<file path="src/rtl/config_pkg.sv">
`default_nettype none
// +------------------------------------------------------------------+
// | Package     : config_pkg                                         |
// | Description : Shared state type and default sizes for the        |
// |               configuration chain loader.                        |
// | Revision    : 1.0 - initial release                              |
// +------------------------------------------------------------------+
package config_pkg;

    localparam int c_CHAIN_LENGTH_DEF = 524;
    localparam int c_WORD_WIDTH_DEF   = 32;

    typedef enum logic [1:0] {
        ST_IDLE  = 2'd0,
        ST_FETCH = 2'd1,
        ST_SHIFT = 2'd2,
        ST_DONE  = 2'd3
    } state_t;

endpackage
`default_nettype wire

</file>
<file path="src/rtl/config_loader.sv">
`default_nettype none
// +------------------------------------------------------------------+
// | Module      : config_loader                                      |
// | Description : Serialises parallel words, MSB first, into a       |
// |               CHAIN_LENGTH-bit configuration shift chain.        |
// | Revision    : 1.0 - initial release                              |
// +------------------------------------------------------------------+
module config_loader
    import config_pkg::*;
#(
    parameter int CHAIN_LENGTH = c_CHAIN_LENGTH_DEF,
    parameter int WORD_WIDTH   = c_WORD_WIDTH_DEF
) (
    input  logic                  clock,
    input  logic                  nreset,
    input  logic                  start,
    input  logic                  abort,
    input  logic [WORD_WIDTH-1:0] word_data,
    input  logic                  word_valid,
    output logic                  word_ready,
    output logic                  config_data,
    output logic                  config_enable,
    output logic                  busy,
    output logic                  done
);

    localparam int c_CNT_W = $clog2(CHAIN_LENGTH + 1);
    localparam int c_IDX_W = (WORD_WIDTH > 1) ? $clog2(WORD_WIDTH) : 1;
    localparam logic [c_CNT_W-1:0] c_CNT_LAST = c_CNT_W'(CHAIN_LENGTH - 1);
    localparam logic [c_IDX_W-1:0] c_IDX_LAST = c_IDX_W'(WORD_WIDTH - 1);

    state_t                r_state;
    state_t                w_state_next;
    logic [c_CNT_W-1:0]    r_count;
    logic [c_IDX_W-1:0]    r_idx;
    logic [WORD_WIDTH-1:0] r_word;
    logic                  w_load;
    logic                  w_clear;

    always_comb begin
        w_state_next = r_state;
        w_load       = 1'b0;
        w_clear      = 1'b0;
        case (r_state)
            ST_IDLE: begin
                if (start && !abort) begin
                    w_clear      = 1'b1;
                    w_state_next = ST_FETCH;
                end
            end
            ST_FETCH: begin
                if (abort) begin
                    w_state_next = ST_IDLE;
                end else if (word_valid) begin
                    w_load       = 1'b1;
                    w_state_next = ST_SHIFT;
                end
            end
            ST_SHIFT: begin
                // Chain length wins over word boundary: leftover word bits are dropped.
                if (abort) begin
                    w_state_next = ST_IDLE;
                end else if (r_count == c_CNT_LAST) begin
                    w_state_next = ST_DONE;
                end else if (r_idx == c_IDX_LAST) begin
                    w_state_next = ST_FETCH;
                end
            end
            ST_DONE: w_state_next = ST_IDLE;
            default: w_state_next = ST_IDLE;
        endcase
    end

    always_ff @(posedge clock or negedge nreset) begin
        if (!nreset) begin
            r_state <= ST_IDLE;
        end else begin
            r_state <= w_state_next;
        end
    end

    always_ff @(posedge clock or negedge nreset) begin
        if (!nreset) begin
            r_count <= '0;
            r_idx   <= '0;
            r_word  <= '0;
        end else begin
            if (w_clear) begin
                r_count <= '0;
            end
            if (w_load) begin
                r_word <= word_data;
                r_idx  <= '0;
            end else if (r_state == ST_SHIFT) begin
                r_word  <= r_word << 1;
                r_idx   <= r_idx + 1'b1;
                r_count <= r_count + 1'b1;
            end
        end
    end

    // Ready is withheld during abort so the producer never sees a dropped handshake.
    assign word_ready    = (r_state == ST_FETCH) && !abort;
    assign config_enable = (r_state == ST_SHIFT);
    assign config_data   = config_enable & r_word[WORD_WIDTH-1];
    assign busy          = (r_state == ST_FETCH) || (r_state == ST_SHIFT);
    assign done          = (r_state == ST_DONE);

endmodule
`default_nettype wire

</file>
<file path="config.mk">
export PLATFORM = sky130hd
export DESIGN_NAME = config_loader
export DESIGN_NICKNAME = d
export VERILOG_FILES = /design/src/rtl/config_pkg.sv /design/src/rtl/config_loader.sv
export SDC_FILE = /design/constraint.sdc
export NUM_CORES = 1
export LEC_CHECK = 0
export ABC_AREA = 1
export ABC_CLOCK_PERIOD_IN_PS = 3000
export CAP_MARGIN = 30
export CORE_UTILIZATION = 53
export CTS_BUF_LIST = sky130_fd_sc_hd__clkbuf_2
export DETAILED_ROUTE_END_ITERATION = 8
export GPL_ROUTABILITY_DRIVEN = 0
export PLACE_DENSITY = 0.9
export SYNTH_ARGS = -nofsm -noshare
export SYNTH_HDL_FRONTEND = slang
export SYNTH_SLANG_ARGS = --single-unit
</file>
<file path="constraint.sdc">
create_clock -name clock -period 3 [get_ports clock]
set_input_delay 0.6 -clock clock [delete_from_list [all_inputs] [get_ports clock]]
set_output_delay 0.6 -clock clock [all_outputs]
set_load 0.05 [all_outputs]
</file>
Yosys cells after proc, flatten, opt, wreduce, memory -nomap -nowiden:

Index checks and enable logic that the tools add are counted.

* register bits: 49
* bits of input ports: 37
* output and inout port bits: 5
* logic and storage cells: 41

* add/subtract/negate cells: 2
* equal/unequal tests: 8
* muxes and demuxes: 19
* bitwise gates (word level): 1
* reduce and logical (&&, ||, !) cells: 7

Operators with widths (count)
* $mux W32: 2
* $mux W10: 3
* $mux W2: 6
* $add A10 B1 Y10 const B: 1
* $eq A10 B10 Y1 const B: 1
* $mux W5: 2
* $pmux W2 S4: 1
* $add A5 B1 Y5 const B: 1
* $eq A5 B5 Y1 const B: 1
* $mux W1: 5
* $eq A2 B2 Y1 const B: 2
* $ne A4 B2 Y1 const B: 1
* $ne A3 B3 Y1 const B: 1
* $reduce_and A3 Y1: 1
* $eq A2 B1 Y1 const B: 1
* $logic_and A1 B1 Y1: 2
* $logic_not A2 Y1: 1
* $ne A2 B2 Y1 const B: 1
* $reduce_bool A2 Y1: 1
* $and A1 B1 Y1: 1
* $logic_not A1 Y1: 1
* $logic_or A1 B1 Y1: 1

Logic depth before layout (Yosys ltp):

Gate-level depths: netlist of the first run.

* depth in word-level cells: 7
* mapped depth: 12
* gate-level depth less buffers: 11

Worst setup path after synthesis of the first run:

OpenSTA, ideal clock, no wires.

* path type: flip-flop to output port
* from: register r_state[0]
* to: output config_data
* data arrival time: 1.521 ns
* data required time: 2.400 ns
* setup slack: 0.879 ns
* cell stages (with the launch flop): 5
* path buffers: 0
* path through: dfrtp_1 inv_1 ha_1 nand2_1 inv_1

* cells in the longest elaborated chain, start to end: 2

Ends and longest elaborated chain
* from (decl): line config_loader.sv:32 `state_t r_state;`
* from (signal assigned): line config_loader.sv:78 `r_state <= w_state_next;`
* $eq A2 B2 Y1: line config_loader.sv:104 `assign config_enable = (r_state == ST_SHIFT);`
* net config_enable: line config_loader.sv:22 `output logic config_enable,`
* $and A1 B1 Y1: line config_loader.sv:105 `assign config_data = config_enable & r_word[WORD_WIDTH-1];`
* to (decl): line config_loader.sv:21 `output logic config_data,`

The timed path passes the listed nets, and every way through them passes these cells.

Worst setup path in the final report of the first run:

* from: register r_state[1]
* to: output busy

* cells in the longest elaborated chain, start to end: 2
* elaborated cells on any way between the ends: 3
* classes of those cells: eq/ne (2); reduce/logical (1)

Ends and longest elaborated chain
* $eq A2 B1 Y1 or $eq A2 B2 Y1 (tied branches): line config_loader.sv:106 `assign busy = (r_state == ST_FETCH) || (r_state == ST_SHIFT);`
* $logic_or A1 B1 Y1 (*): line config_loader.sv:106
* to (decl): line config_loader.sv:23 `output logic busy,`

Mark *: on every way between the ends. The rest lies on a longest branch, timed or not.

==> run_results.csv, run 1 <==
group,metric,value,unit
clock_tree,h-tree-depth,2,
min_path,hold_path_class,"primary input to asynchronous set/reset pin",
clock_tree,cts_buffer_depth,2,
routing,final_antenna_net_count,0,
synth,synth.area.top_cells,"dfrtp_1, nand2_1, inv_1, o211ai_1, ha_1",
synth,dominantRegCellSynth,"dfrtp_1",
clock_tree,cts_made_buffers,5,
floorplan,dieArea,5060,um2
finish,nets,388,
synth,synthTopCellsByCount,"nand2_1, dfrtp_1, inv_1",
synth,synth_top_area_frac,0.484,
status,outcome,"complete, but fails checks",
global_routing,overflow,0,
routing,drtIter0Drc,147,
pwr,p_seq_frac,0.455,
synth,netlist_area,2530,um2
sta,setup_viol,0,
sta,max_slew_margin,0.658,
finish,drive_gt1_frac,0.0671,
placed_design,post-place-ws,598,ps
setup_path,crit_required,2400,ps
clock_tree,clock_sinks,49,
synth,syn-instance-count,304,
sta,final.min_clock_period,2660,ps
global_routing,grt_antenna_before_repair,0,
setup_path,r2r_end,"r_count[6]",
finish,syn_to_final_growth,17.3,%
routing,first_pass_iters,7,
pwr,combPwrFrac,0.428,
pwr,swShare,0.415,
floorplan,core,4470,um2
synth,async_reset_ff_frac,1.00,
setup_path,setup.worst_path.class,"register to output pin",
clock_tree,postCtsHoldBufs,0,
synth,yosysSeqAreaShare,0.484,
setup_path,r2r_cells,8,
floorplan,row_count,24,
placed_design,io_buffers,41,
finish,antennaDiodeCount,0,
status,failed_checks,"DRC",
pwr,power.internal,1270,uW
clock_tree,cts_resized,0,
sta,fin_setup_tns,0,ps
floorplan,die_h,71.1,um
synth,synth_nets,349,
job,cap_violations,0,
sta,finalHoldViolCount,0,
clock_tree,post_cts_buffers,0,
sta,worstMarginPinSlew,512,ps
sta,fin_crit_sh,0.885,
sta,slew_viol_final,0,
synth,synth_edf_count,0,
sta,fmax,377,MHz
clock_tree,worstSkewPairLatency,420,ps
global_routing,grt_max_degree,34,
pwr,irDropWorstVdd,367,uV
setup_path,cp_max_fo,4,
setup_path,rrSetupSlack,920,ps
floorplan,pin_count,42,
routing,vias_per_cell,5.43,
pwr,cellPowerDensity,729,nW/um2
setup_path,critPathLaunchType,"register",
synth,synth.most_common_cell,"nand2_1",
synth,yosys.area.top_type,"dfrtp_1",
global_routing,grt_pass1_wl,9270,um
clock_tree,cts_root_buffer,"clkbuf_2",
routing,drc_errors,3,
routing,vias,2146,
routing,wirelength,5200,um
synth,syn_area_per_cell,8.33,um2
synth,yosysUniqueCellTypes,28,
sta,rsz0062_at_grt,"false",
sta,fin_skew,5.04,ps
clock_tree,tritoncts,"yes",
pwr,p_clk_frac,0.117,
routing,wl_per_cell,13.2,um
pwr,power.switching,899,uW
synth,ys_ff_latch,49,
setup_path,critPathArrivalTime,2060,ps
pwr,p_leak,0.00146,uW
global_routing,grt_use_total,0.237,
placed_design,dpl.hpwl,3780,um
floorplan,die_x,71.1,um
clock_tree,clk_pin_slew,220,ps
setup_path,r2r-start,"r_state[0]",
floorplan,initial_core_util,0.566,
global_routing,grt_pass1_vias,2136,
sta,setup_ws,345,ps
setup_path,crit_path_end_kind,"output pin",
synth,ys_warn_count,0,
critical path, cell delays in order (launching register included):
cell             delay, ps
dfrtp_1                450
inv_1                   90
ha_1                   290
clkdlybuf4s50_1        800
cell usage in the layout, fill, tap and decap left out, types with 8 or more instances in the layout:
cell type / count
nand2_1: 100
nor2_1: 12
nand3_1: 19
inv_1: 41
o211ai_1: 17
ha_1: 8
clkdlybuf4s50_1: 37
dfrtp_1: 49
o21ai_0: 10
area by class of cell:
class                           count  area, um2
Clock buffer                        6       30.0
Sequential cell                    49       1230
Tap cell                           52       65.1
Multi-Input combinational cell    200       1060
Fill cell                         379       1500
Clock inverter                      1       3.75
Inverter                           45        171
Timing Repair Buffer               42        415
power by group through the flow:
stage	sequential, uW	combinational, uW	clock (uW)
finish	987	927	254
global route	1010	1030	291
CTS	986	937	262
detailed placement	999	934	0
global placement	990	894	0
floorplan	972	739	0
stage by stage:
step | hold WS [ps] | total power [uW] | area (um2) | cells | utilization
2_1_floorplan | 304 | 1710 | 2530 | 304 | -
3_3_place_gp | 454 | 1880 | 2930 | 388 | 0.655
3_5_place_dp | 457 | 1930 | 2930 | 388 | 0.655
4_1_cts | 85.5 | 2190 | 2970 | 395 | 0.663
5_1_grt | 68.9 | 2330 | 2970 | 395 | 0.664
6_report | 79.6 | 2170 | 2970 | 395 | 0.664
per-layer routing:
layer  GRT usage  routed length, um  vias to the layer above
met1       0.292               2260                     1021
li1            -                  -                     1050
met2       0.410               2600                       68
met3      0.0598                277                        7
met4      0.0756                 60                        0
met5           0                  0                        -
kinds of logic after synthesis:
group | after synthesis | synth area share
flops | 49 | 0.484
buf+inv | 55 | 0.0973
simple gates | 148 | 0.261
compound gates | 44 | 0.118
fa+ha+maj | 8 | 0.0395
flip-flops by register name, indices dropped and copies added (netlist names):
name and count:
r_state 2, r_count 10, r_word 32, r_idx 5
worst max-delay path by stage:
| stage | from | end | slack [ps] | depth (start not counted) |
|---|---|---|---|---|
| 6_report | r_state[1] | busy | 340 | 3 |
| 5_1_grt | r_state[0] | busy | 220 | 3 |
| 4_1_cts | r_state[0] | config_data | 80 | 5 |
| 3_5_place_dp | abort | r_count[6] | 600 | 9 |
| 3_3_place_gp | r_state[0] | config_data | 630 | 5 |
| 2_1_floorplan | r_state[0] | config_data | 880 | 4 |
Note: power is estimated with default switching activity, not from simulation.
==> run 2: changes to the inputs <==
--- a/config.mk
+++ b/config.mk
@@ -8,11 +8,11 @@
 export ABC_AREA = 1
 export ABC_CLOCK_PERIOD_IN_PS = 3000
 export CAP_MARGIN = 30
-export CORE_UTILIZATION = 53
+export CORE_UTILIZATION = 59
 export CTS_BUF_LIST = sky130_fd_sc_hd__clkbuf_2
 export DETAILED_ROUTE_END_ITERATION = 8
 export GPL_ROUTABILITY_DRIVEN = 0
-export PLACE_DENSITY = 0.9
+export PLACE_DENSITY = 0.95
 export SYNTH_ARGS = -nofsm -noshare
 export SYNTH_HDL_FRONTEND = slang
 export SYNTH_SLANG_ARGS = --single-unit
==> run_results.csv, run 2 (synthesis results as in run 1) <==
group,metric,value,unit
status,outcome,"completed",
setup_path,cp.depth,3,
global_routing,overflow,0,
sta,rsz0062_at_grt,"false",
setup_path,cp-startpoint,"r_state[0]",
routing,final_antenna_net_count,0,
finish,fin_cells,395,
setup_path,cp_max_fo,7,
finish,nets,389,
finish,final_common_cell,"nand2_1",
clock_tree,post_cts_buffers,0,
setup_path,crit_required,2400,ps
clock_tree,clock_sinks,49,
sta,max_slew_margin,0.660,
global_routing,grt_max_degree,43,
setup_path,max_stage_delay,860,ps
pwr,power.switching,913,uW
finish,final_area,3050,um2
finish,top_register,"r_word",
setup_path,cp_slowest_cell,"clkdlybuf4s50_1",
setup_path,crit_family,"buffers and inverters",
sta,fin_crit_sh,0.944,
setup_path,cp-endpoint,"config_enable",
setup_path,critPathArrivalTime,2230,ps
global_routing,grt_use_total,0.262,
routing,wirelength,5270,um
sta,worstMarginPinSlew,509,ps
setup_path,crit_path_end_kind,"output pin",
pwr,irDropWorstVdd,373,uV
finish,drive_gt1_frac,0.0725,
global_routing,grt_pass1_wl,8630,um
routing,wl_per_cell,13.3,um
sta,fmax,353,MHz
floorplan,pin_count,42,
placed_design,dpl-instance-area,2940,um2
clock_tree,cts_made_buffers,5,
placed_design,dp_cells,386,
sta,setup_viol,0,
routing,first_pass_iters,4,
routing,vias_per_cell,5.45,
finish,antennaDiodeCount,0,
clock_tree,clk_pin_slew,240,ps
sta,finalHoldViolCount,0,
setup_path,setup.worst_path.class,"register to output pin",
placed_design,post-place-ws,610,ps
setup_path,r2r-start,"r_state[0]",
setup_path,r2r_end,"r_count[6]",
global_routing,grt_antenna_before_repair,0,
global_routing,grt_pass1_vias,1981,
pwr,p_clk_frac,0.182,
clock_tree,tritoncts,"yes",
clock_tree,cts_root_buffer,"clkbuf_2",
setup_path,rrSetupSlack,980,ps
setup_path,critPathLaunchType,"register",
sta,final.min_clock_period,2830,ps
sta,setup_ws,167,ps
pwr,combPwrFrac,0.396,
clock_tree,worstSkewPairLatency,430,ps
sta,fin_skew,19.1,ps
floorplan,initial_core_util,0.624,
placed_design,io_buffers,41,
clock_tree,cts_buffer_depth,2,
pwr,swShare,0.388,
clock_tree,h-tree-depth,2,
routing,vias,2151,
floorplan,dieArea,4560,um2
finish,largest_reg_flops,32,
job,cap_violations,0,
finish,final_cell_mix,"nand2_1, dfrtp_1, inv_1",
finish,syn_to_final_growth,20.3,%
sta,fin_setup_tns,0,ps
setup_path,critPathBufInv,2,
pwr,p_seq_frac,0.422,
min_path,hold_path_class,"primary input to asynchronous set/reset pin",
floorplan,row_count,23,
floorplan,die_h,67.5,um
setup_path,cp_cell_sequence,"inv_1 > ha_1 > clkdlybuf4s50_1",
pwr,p_leak,0.00148,uW
pwr,p_total,2350,uW
routing,drtIter0Drc,124,
finish,largest_registers,"r_word (32), r_count (10), r_idx (5)",
routing,drc_errors,0,
floorplan,core,4060,um2
placed_design,dpl.hpwl,3830,um
floorplan,die_x,67.5,um
setup_path,r2r_cells,8,
pwr,power.internal,1440,uW
sta,slew_viol_final,0,
pwr,cellPowerDensity,773,nW/um2
run 2: cell count changes in the layout (fill, tap and decap cells not counted), sizes merged:
cell | previous run | this run
clkdlybuf4s50 | 37 | 38
dlymetal6s2s | 2 | 1
bufinv | 0 | 2
clkbuf | 6 | 5
dlygate4sd3 | 0 | 1
run 2: cell type report:
type / count / area [um2]
sequential: 49 / 1230
multi-input combinational: 200 / 1060
fill: 273 / 1010
timing repair buffer: 43 / 435
inverter: 45 / 171
clock inverter: 3 / 65.1
tap: 50 / 62.6
clock buffer: 5 / 25.0
run 2: how the worst min path moves through the flow:
stage | start | end | slack, ps | depth (start not counted)
2_1_floorplan | nreset | r_count[0] | 300 | 0
3_3_place_gp | r_idx[3] | r_idx[3] | 460 | 1
3_5_place_dp | nreset | r_word[0] | 470 | 1
4_1_cts | nreset | r_count[6] | 490 | 2
6_report | nreset | r_count[6] | 510 | 2
5_1_grt | nreset | r_count[6] | 500 | 2
run 2: worst reg2reg max path: stages (launching register included):
cell	delay [ps]
dfrtp_1	460
inv_1	140
ha_1	340
nand2_4	260
inv_2	390
nand2_1	120
o21ai_0	170
nand2_1	70
inv_1	50
run 2: power by group through the flow:
| stage | logic, uW | clock network [uW] | registers [uW] |
|---|---|---|---|
| after floorplan | 739 | 0 | 972 |
| after global placement | 889 | 0 | 992 |
| after detailed placement | 938 | 0 | 1010 |
| after CTS | 941 | 438 | 993 |
| after global routing | 1050 | 459 | 1020 |
| final | 932 | 428 | 994 |
run 2: timing repair:
| item | 4_1_cts | 5_1_grt |
|---|---|---|
| hold buffers | 1 | 0 |
| endpoints found under the hold margin | 7 | 0 |
| setup endpoints to repair | 0 | 1 |
| gates resized for setup | 0 | 1 |
run 2: routing by layer:
| metal | GRT usage | vias to the layer above | share of wire |
|---|---|---|---|
| li1 | - | 1056 | - |
| met1 | 0.338 | 1018 | 0.44 |
| met2 | 0.425 | 69 | 0.49 |
| met3 | 0.0591 | 8 | 0.050 |
| met4 | 0.106 | 0 | 0.019 |
| met5 | 0 | - | 0 |
run 2: through the flow:
stage                      util  hold WS (ps)
final                     0.751           508
after global routing      0.751           504
after CTS                 0.750           494
after detailed placement  0.725           470
after floorplan               -           304
after global placement    0.720           455
==> run 3: changes to the inputs <==
--- a/config.mk
+++ b/config.mk
@@ -8,6 +8,7 @@
 export ABC_AREA = 1
 export ABC_CLOCK_PERIOD_IN_PS = 3000
 export CAP_MARGIN = 30
+export CORE_MARGIN = 1.5
 export CORE_UTILIZATION = 59
 export CTS_BUF_LIST = sky130_fd_sc_hd__clkbuf_2
 export DETAILED_ROUTE_END_ITERATION = 8
==> run_results.csv, run 3 (synthesis results as in run 1) <==
group,metric,value,unit
routing,drc_errors,0,
finish,top_register,"r_word",
setup_path,critPathLaunchType,"register",
setup_path,r2r-start,"r_state[0]",
min_path,hold_path_end,"r_idx[3]",
setup_path,crit_required,2400,ps
placed_design,dpl.hpwl,3800,um
clock_tree,tritoncts,"yes",
finish,drive_gt1_frac,0.0725,
sta,finalHoldViolCount,0,
sta,setup_viol,0,
sta,final.min_clock_period,2790,ps
finish,nets,389,
global_routing,grt_pass1_vias,1965,
setup_path,setup.worst_path.class,"register to output pin",
finish,largest_registers,"r_word (32), r_count (10), r_idx (5)",
floorplan,pin_count,42,
setup_path,crit_path_end_kind,"output pin",
pwr,irDropWorstVdd,380,uV
clock_tree,post_cts_buffers,0,
global_routing,grt_use_total,0.244,
finish,final_cell_mix,"nand2_1, dfrtp_1, inv_1",
placed_design,io_buffers,41,
status,outcome,"completed",
floorplan,dieArea,4690,um2
routing,wl_per_cell,12.7,um
finish,largest_reg_flops,32,
finish,final_common_cell,"nand2_1",
routing,vias,2120,
sta,fin_crit_sh,0.931,
setup_path,rrSetupSlack,950,ps
clock_tree,cts_buffer_depth,2,
setup_path,r2r_end,"r_count[6]",
global_routing,grt_pass1_wl,8500,um
floorplan,core,4060,um2
min_path,hp-start,"r_idx[3]",
setup_path,critPathArrivalTime,2190,ps
clock_tree,clock_sinks,49,
global_routing,grt_antenna_before_repair,0,
sta,fin_setup_tns,0,ps
min_path,holdPathStages,1,
floorplan,initial_core_util,0.624,
routing,wirelength,5030,um
finish,final_area,3000,um2
sta,slew_viol_final,0,
global_routing,overflow,0,
sta,worstMarginPinSlew,501,ps
floorplan,row_count,23,
setup_path,r2r_cells,8,
clock_tree,worstSkewPairLatency,410,ps
finish,syn_to_final_growth,18.4,%
min_path,hold_path_class,"register to register",
clock_tree,h-tree-depth,2,
routing,first_pass_iters,4,
sta,fin_skew,21.5,ps
global_routing,grt_max_degree,43,
sta,max_slew_margin,0.666,
finish,fin_util,0.739,
clock_tree,cts_root_buffer,"clkbuf_2",
placed_design,dpl-instance-area,2940,um2
clock_tree,clk_pin_slew,210,ps
sta,hold_ws,490,ps
job,cap_violations,0,
setup_path,cp_max_fo,7,
routing,final_antenna_net_count,0,
clock_tree,cts_made_buffers,5,
floorplan,die_h,68.5,um
routing,vias_per_cell,5.37,
setup_path,cp-startpoint,"r_state[0]",
routing,drtIter0Drc,188,
floorplan,die_x,68.5,um
finish,antennaDiodeCount,0,
sta,fmax,358,MHz
pwr,p_leak,0.00145,uW
pwr,cellPowerDensity,728,nW/um2
sta,rsz0062_at_grt,"false",
[run 3: cell count changes in the layout (fill, tap and decap cells not counted), sizes merged]
cell	previous run	this run
clkinvlp	0	1
clkinv	1	0
bufinv	2	0
clkbuf	5	7
[run 3: area by class of cell]
cell class              count  area [um2]
flip-flops and latches     49        1230
clock inverters             1        7.51
inverters                  45         171
well taps                  50        62.6
repair buffers             43         435
fillers                   295        1060
clock buffers               7        35.0
multi-input cells         200        1060
[run 3: stage by stage]
step	setup WS, ps	cells	total power [uW]
floorplan	879	304	1710
global placement	677	385	1880
CTS	101	395	2200
detailed placement	597	386	1940
finish	206	395	2180
global route	79.5	395	2350
[run 3: worst max-delay path by stage]
stage                          to  depth (start not counted)
finish              config_enable                          3
global route        config_enable                          3
CTS                   config_data                          5
detailed placement    config_data                          5
global placement      config_data                          5
floorplan             config_data                          4
[run 3: power by group]
group,internal (uW),switching (uW),total (uW)
Sequential,881,113,994
Combinational,337,586,923
Clock,64.5,202,266
[run 3: repair_timing]
action | CTS | global route
gates resized for setup | 0 | 1
hold endpoints to repair | 7 | 0
endpoints found under the setup margin | 0 | 1
hold buffers | 1 | 0
[run 3: layer usage]
metal,share of wire,routed length (um),GRT usage
met2,0.48,2420,0.394
met3,0.052,260,0.0390
met1,0.46,2310,0.345
met5,0,0,0
met4,0.0074,37,0.0625
[run 3: critical path, cell delays in order (launching register included)]
cell and delay [ps]:
dfrtp_1 450, inv_1 140, ha_1 350, clkdlybuf4s50_1 860
